## config.mk

```make
export PLATFORM = sky130hd
export DESIGN_NAME = mem_access_ctrl_flat
export DESIGN_NICKNAME = d
export VERILOG_FILES = /design/src/rtl/mem_access_ctrl_if.sv /design/src/rtl/mem_access_ctrl.sv /design/src/flat_wrapper.sv
export SDC_FILE = /design/constraint.sdc
export NUM_CORES = 1
export LEC_CHECK = 0
export CAP_MARGIN = 20
export CORE_MARGIN = 8
export CORE_UTILIZATION = 28
export DETAILED_ROUTE_END_ITERATION = 8
export HOLD_SLACK_MARGIN = 0.15
export PLACE_DENSITY = 0.6
export SLEW_MARGIN = 20
export SYNTH_ARGS = -nofsm -noshare
export SYNTH_HDL_FRONTEND = slang
export SYNTH_SLANG_ARGS = --single-unit
```

## constraint.sdc

```tcl
create_clock -name CLK -period 1.5 [get_ports CLK]
set_clock_uncertainty 0.1 [all_clocks]
set_input_delay 0.225 -clock CLK [delete_from_list [all_inputs] [get_ports CLK]]
set_output_delay 0.225 -clock CLK [all_outputs]
set_load 0.03 [all_outputs]
```

## src/rtl/mem_access_ctrl_if.sv

```systemverilog
// mem_access_ctrl_if
//   Handshake/control bundle between the memory-path controller, the
//   datapath and the memory.
//   Requests in:  Start, Next, MemReq, MemRW, MOC
//   Controls out: MFA, RW, MARLd, MARSel, MDRLd, MDRSel, IRLd, PCInc
//   Status out:   IRValid, MemDone, Busy, Timeout
//   slave modport  : the controller (mem_access_ctrl)
//   master modport : the datapath/memory side driving the requests
interface mem_access_ctrl_if;
  logic Start;
  logic Next;
  logic MemReq;
  logic MemRW;
  logic MOC;
  logic MFA;
  logic RW;
  logic MARLd;
  logic MARSel;
  logic MDRLd;
  logic MDRSel;
  logic IRLd;
  logic PCInc;
  logic IRValid;
  logic MemDone;
  logic Busy;
  logic Timeout;

  modport slave (
    input  Start, Next, MemReq, MemRW, MOC,
    output MFA, RW, MARLd, MARSel, MDRLd, MDRSel, IRLd, PCInc,
           IRValid, MemDone, Busy, Timeout
  );

  modport master (
    output Start, Next, MemReq, MemRW, MOC,
    input  MFA, RW, MARLd, MARSel, MDRLd, MDRSel, IRLd, PCInc,
           IRValid, MemDone, Busy, Timeout
  );
endinterface

```

## src/rtl/mem_access_ctrl.sv

```systemverilog
// mem_access_ctrl
//   Control FSM for the MAR/MDR/IR memory path. Sequences instruction
//   fetches and execute-stage loads/stores over one MFA/MOC handshake and
//   raises a sticky Timeout if memory does not answer within TIMEOUT cycles.
//   CLK : rising-edge clock
//   RST : synchronous active-high reset
//   bus : mem_access_ctrl_if.slave (requests in, load enables/selects/status out)
//   TIMEOUT : max MFA cycles without MOC (>=2); CNT_W : counter width, 2**CNT_W >= TIMEOUT
module mem_access_ctrl #(
  parameter int unsigned TIMEOUT = 15,
  parameter int unsigned CNT_W   = 4
) (
  input  logic               CLK,
  input  logic               RST,
  mem_access_ctrl_if.slave   bus
);

  typedef enum logic [3:0] {
    IDLE,
    FMAR,
    FMEM,
    FIR,
    READY,
    DMAR,
    DMDR,
    DMEM,
    DDONE,
    ERR
  } state_t;

  localparam logic [CNT_W-1:0] CNT_LIM = CNT_W'(TIMEOUT - 1);

  state_t           state_q, state_d;
  logic [CNT_W-1:0] cnt_q, cnt_d;
  logic             wr_q, wr_d;

  always_ff @(posedge CLK) begin
    if (RST) begin
      state_q <= IDLE;
      cnt_q   <= '0;
      wr_q    <= 1'b0;
    end else begin
      state_q <= state_d;
      cnt_q   <= cnt_d;
      wr_q    <= wr_d;
    end
  end

  always_comb begin
    state_d     = state_q;
    // Counter is held at zero outside FMEM/DMEM, so it is already clear on entry.
    cnt_d       = '0;
    wr_d        = wr_q;
    bus.MFA     = 1'b0;
    bus.RW      = 1'b0;
    bus.MARLd   = 1'b0;
    bus.MARSel  = 1'b0;
    bus.MDRLd   = 1'b0;
    bus.MDRSel  = 1'b0;
    bus.IRLd    = 1'b0;
    bus.PCInc   = 1'b0;
    bus.IRValid = 1'b0;
    bus.MemDone = 1'b0;
    bus.Busy    = 1'b1;
    bus.Timeout = 1'b0;

    unique case (state_q)
      IDLE: begin
        bus.Busy = 1'b0;
        if (bus.Start) state_d = FMAR;
      end
      FMAR: begin
        bus.MARLd = 1'b1;
        state_d   = FMEM;
      end
      FMEM: begin
        bus.MFA = 1'b1;
        if (bus.MOC) begin
          bus.MDRLd = 1'b1;
          bus.PCInc = 1'b1;
          state_d   = FIR;
        end else if (cnt_q == CNT_LIM) begin
          state_d = ERR;
        end else begin
          cnt_d = cnt_q + CNT_W'(1);
        end
      end
      FIR: begin
        bus.IRLd = 1'b1;
        state_d  = READY;
      end
      READY: begin
        bus.IRValid = 1'b1;
        bus.Busy    = 1'b0;
        if (bus.MemReq) begin
          wr_d    = bus.MemRW;
          state_d = DMAR;
        end else if (bus.Next) begin
          state_d = FMAR;
        end
      end
      DMAR: begin
        bus.IRValid = 1'b1;
        bus.MARLd   = 1'b1;
        bus.MARSel  = 1'b1;
        state_d     = wr_q ? DMDR : DMEM;
      end
      DMDR: begin
        bus.IRValid = 1'b1;
        bus.MDRLd   = 1'b1;
        bus.MDRSel  = 1'b1;
        state_d     = DMEM;
      end
      DMEM: begin
        bus.IRValid = 1'b1;
        bus.MFA     = 1'b1;
        bus.RW      = wr_q;
        if (bus.MOC) begin
          bus.MDRLd = ~wr_q;
          state_d   = DDONE;
        end else if (cnt_q == CNT_LIM) begin
          state_d = ERR;
        end else begin
          cnt_d = cnt_q + CNT_W'(1);
        end
      end
      DDONE: begin
        bus.IRValid = 1'b1;
        bus.MemDone = 1'b1;
        state_d     = READY;
      end
      ERR: begin
        bus.Busy    = 1'b0;
        bus.Timeout = 1'b1;
      end
      default: begin
        bus.Busy = 1'b0;
        state_d  = IDLE;
      end
    endcase
  end

endmodule

```

## src/flat_wrapper.sv

```systemverilog
// flat-port wrapper written by rule: the top's interface ports become plain ports
module mem_access_ctrl_flat 
#(
  parameter int unsigned TIMEOUT = 15,
  parameter int unsigned CNT_W   = 4
)
  (CLK, RST, bus_Start, bus_Next, bus_MemReq, bus_MemRW, bus_MOC, bus_MFA, bus_RW, bus_MARLd, bus_MARSel, bus_MDRLd, bus_MDRSel, bus_IRLd, bus_PCInc, bus_IRValid, bus_MemDone, bus_Busy, bus_Timeout);
  mem_access_ctrl_if bus_i ();
  input  logic CLK;
  input  logic RST;
  input wire logic [$bits(bus_i.Start)-1:0] bus_Start;
  input wire logic [$bits(bus_i.Next)-1:0] bus_Next;
  input wire logic [$bits(bus_i.MemReq)-1:0] bus_MemReq;
  input wire logic [$bits(bus_i.MemRW)-1:0] bus_MemRW;
  input wire logic [$bits(bus_i.MOC)-1:0] bus_MOC;
  output wire logic [$bits(bus_i.MFA)-1:0] bus_MFA;
  output wire logic [$bits(bus_i.RW)-1:0] bus_RW;
  output wire logic [$bits(bus_i.MARLd)-1:0] bus_MARLd;
  output wire logic [$bits(bus_i.MARSel)-1:0] bus_MARSel;
  output wire logic [$bits(bus_i.MDRLd)-1:0] bus_MDRLd;
  output wire logic [$bits(bus_i.MDRSel)-1:0] bus_MDRSel;
  output wire logic [$bits(bus_i.IRLd)-1:0] bus_IRLd;
  output wire logic [$bits(bus_i.PCInc)-1:0] bus_PCInc;
  output wire logic [$bits(bus_i.IRValid)-1:0] bus_IRValid;
  output wire logic [$bits(bus_i.MemDone)-1:0] bus_MemDone;
  output wire logic [$bits(bus_i.Busy)-1:0] bus_Busy;
  output wire logic [$bits(bus_i.Timeout)-1:0] bus_Timeout;
  assign bus_i.Start = bus_Start;
  assign bus_i.Next = bus_Next;
  assign bus_i.MemReq = bus_MemReq;
  assign bus_i.MemRW = bus_MemRW;
  assign bus_i.MOC = bus_MOC;
  assign bus_MFA = bus_i.MFA;
  assign bus_RW = bus_i.RW;
  assign bus_MARLd = bus_i.MARLd;
  assign bus_MARSel = bus_i.MARSel;
  assign bus_MDRLd = bus_i.MDRLd;
  assign bus_MDRSel = bus_i.MDRSel;
  assign bus_IRLd = bus_i.IRLd;
  assign bus_PCInc = bus_i.PCInc;
  assign bus_IRValid = bus_i.IRValid;
  assign bus_MemDone = bus_i.MemDone;
  assign bus_Busy = bus_i.Busy;
  assign bus_Timeout = bus_i.Timeout;
  mem_access_ctrl #(.TIMEOUT(TIMEOUT), .CNT_W(CNT_W)) u_core (.CLK(CLK), .RST(RST), .bus(bus_i));
endmodule
```

==> metrics <==
failing checks setup timing; EDFF count, synth 0; Netlist cell types 33; Psw 417 uW; post-DR vias/cell 4.99; clk_lat worst skew 260 ps; Reg power frac 25.7%; core area 2170 um2; DRC 0; height of the die 63.5 um; Leak 0.000519 uW; Worst setup SP type flop; Worst Path Buf+Inv 1; FF-to-FF path depth 4; H-Tree Depth 1; dpl hpwl 1380 um; Post-DP Area 922 um2; kind of critical path reg -> out; XOR/XNOR share of the synthesized area 2.78%; routed wire length per instance 14.4 um; largest family of logic cells by synthesized area simple AND/OR/NAND/NOR gates; crit path capture type output port; Port Buffer Count 18; CTS root buf clkbuf_4; maximum fanout along the worst path 3; layout net count 136; DRT iter0 DRCs 19; cell area after synthesis 631 um2; Worst path top cell family by delay simple AND/OR/NAND/NOR gates; CP required 1170 ps; layout cell share with drive strength beyond 1 57.9%; sw frac 37.4%; GRT overflow 0; Pre-antenna DRT Iters 4; CTS sink count 9; max-cap violations 0; outcome finished with violations; VDD IR max 0.508 mV; Multi-input gate area 512 um2; first-pass GRT wire length 3490 um; unrepaired setup endpoints after global routing true; GRT Util Overall 10.5%; antenna violations before repair 0; R2R setup slack -70 ps; Synth area leader dfxtp_1; slowest stage delay, CP 410 ps; die outline width 63.5 um; post-synthesis area per instance 7.60 um2; Post-Synth Adder-Cell Area 3.97%; clk buf depth 2; power density cells 914 nW/um2; Int Pwr 699 uW; worst min-delay path category reg -> reg; top cells by area, synth dfxtp_1 (29%), nor2_1 (8.3%), ha_1 (4.0%); mux cell area share after synthesis 1.59%; Max Slew Vio Count 0; via count 768; Post-Synthesis Cells 83; Synth Flop Type dfxtp_1; Synth Area in Compound Gates 22.2%; clock transition at the registers of the reported paths 70 ps; critical path data arrival time 1390 ps; vias in the first global route 784; WHS Endpoint u_core.cnt_q[0]; Logic pwr share 57.1%; min-delay src u_core.cnt_q[0]; Post-Syn Nets 92; final worst slack -214 ps; FF-to-FF Start u_core.state_q[0]; crit share post-route 114%; Hold Path Stages 2; final WL 2220 um; setup violators final 13; P&R area growth vs syn 93.7%; hold buffers post-CTS 0; worst slew pin tran 303 ps; Inserted Clock Buffers 3; Yosys warning count 0; CTS tree built; GPL Wtd Cong 0.763; Clock power frac 17.2%; setup TNS -1410 ps; Initial Utilization 29.1%; Final ANT Viol Nets 0; post-synth top area share 28.6%; Seq cells post-synth 9; sequential element share of the synthesized area 28.6%; Synth Area in Simple Gates 31.5%; Max Freq 583 MHz; count of final hold-check violations 0; Die ar. 4030 um2; Filler Cells Inserted 199; Antenna Cells 0; largest net degree at the start of global routing 10; area of all placed cells without fillers 1220 um2; row count 17; Register Area 195 um2; asr flop ratio synth 0%; Critical Path, Cell by Cell or3b_4 -> nor2_4 -> o21bai_2 -> buf_6; worst reg2reg path endpoint u_core.wr_q; CP max-delay cell or3b_4; I/O pins 19; Slew headroom 79.8%; fin crit period 1710 ps
==> Yosys cell counts (3+ instances only) <==
master and number:
a21oi_1 4, buf_2 4, dfxtp_1 9, inv_1 6, nand2b_1 4, nand3_1 3, nand3b_1 3, nor2_1 14
nor3b_1 3, nor4_1 3, o21ai_0 4
==> through the flow <==
stage / power [uW] / cells / hold WS (ps) / worst slack, ps / util [%]
2_1_floorplan: 530 / 83 / 194 / -132 / -
3_3_place_gp: 691 / 137 / 405 / -164 / 42.5
3_5_place_dp: 694 / 137 / 413 / -176 / 42.5
4_1_cts: 1020 / 150 / 422 / -213 / 51.2
5_1_grt: 1180 / 154 / 443 / -263 / 56.3
6_report: 1120 / 154 / 411 / -214 / 56.3
==> per-layer routing <==
| layer | vias up | global-route usage [%] | routed length, um | part of all wire, % |
|---|---|---|---|---|
| met4 | 0 | 2.51 | 15 | 0.68 |
| met2 | 22 | 19.8 | 1150 | 52 |
| met3 | 2 | 4.24 | 109 | 4.9 |
| li1 | 381 | - | - | - |
| met1 | 363 | 10.3 | 945 | 43 |
| met5 | - | 0 | 0 | 0 |
==> worst min-delay path, delay by kind of cell, from the launching register on <==
family / cells / cell delay (ps)
AND/OR/NAND/NOR: 1 / 40
flip-flops: 1 / 330
buffers and inverters: 1 / 110
==> power groups by stage <==
stage / clock network (uW) / logic (uW) / registers [uW]
2_1_floorplan: 0 / 257 / 273
3_3_place_gp: 0 / 410 / 280
3_5_place_dp: 0 / 413 / 281
4_1_cts: 204 / 532 / 281
5_1_grt: 212 / 673 / 290
6_report: 192 / 637 / 287
==> flip-flops by register name (all words and copies together), names as in the netlist <==
register	flops
u_core.state_q	4
u_core.cnt_q	4
u_core.wr_q	1
==> cells in the final DEF (no fill, tap or decap), drive strengths merged, types with 3 or more instances in the layout <==
cell / instances
a21oi: 5
buf: 38
clkbuf: 4
clkdlybuf4s50: 5
dfxtp: 9
inv: 6
nand2b: 4
nand3: 3
nand3b: 3
nor2: 14
nor3b: 3
nor4: 3
o21ai: 4
==> cell type report <==
cell class                 instances  area share, %
multi-input combinational         62           41.9
timing repair buffer              45           35.2
tap                               28           2.87
inverter                           6           1.84
clock buffer                       4           2.15
sequential                         9           16.0
==> repair_timing <==
action	4_1_cts	5_1_grt
gates cloned	1	0
pin swaps	4	12
buffers inserted	8	5
endpoints found under the setup margin	11	19
gates resized for setup	22	24
==> worst max path at each step <==
| stage | from | end | slack, ps | cells after the start |
|---|---|---|---|---|
| 3_5_place_dp | bus_MemReq | u_core.wr_q | -180 | 5 |
| 3_3_place_gp | bus_MemReq | u_core.wr_q | -160 | 5 |
| 2_1_floorplan | u_core.state_q[3] | bus_Busy | -130 | 4 |
| 6_report | u_core.state_q[0] | bus_Busy | -210 | 4 |
| 4_1_cts | u_core.state_q[1] | bus_Busy | -210 | 4 |
| 5_1_grt | u_core.state_q[3] | bus_Busy | -260 | 4 |
==> cell families (layout without fill, tap and decap cells) <==
kind of cell / Yosys count / after routing
adders and majority gates: 2 / 2
and+or+nand+nor: 37 / 37
DFF: 9 / 9
xor gates and xnor gates: 2 / 2
buffers and inverters: 12 / 55
AOI/OAI and AO/OA: 20 / 20
muxes: 1 / 1
(Power assumes the default switching activity.)
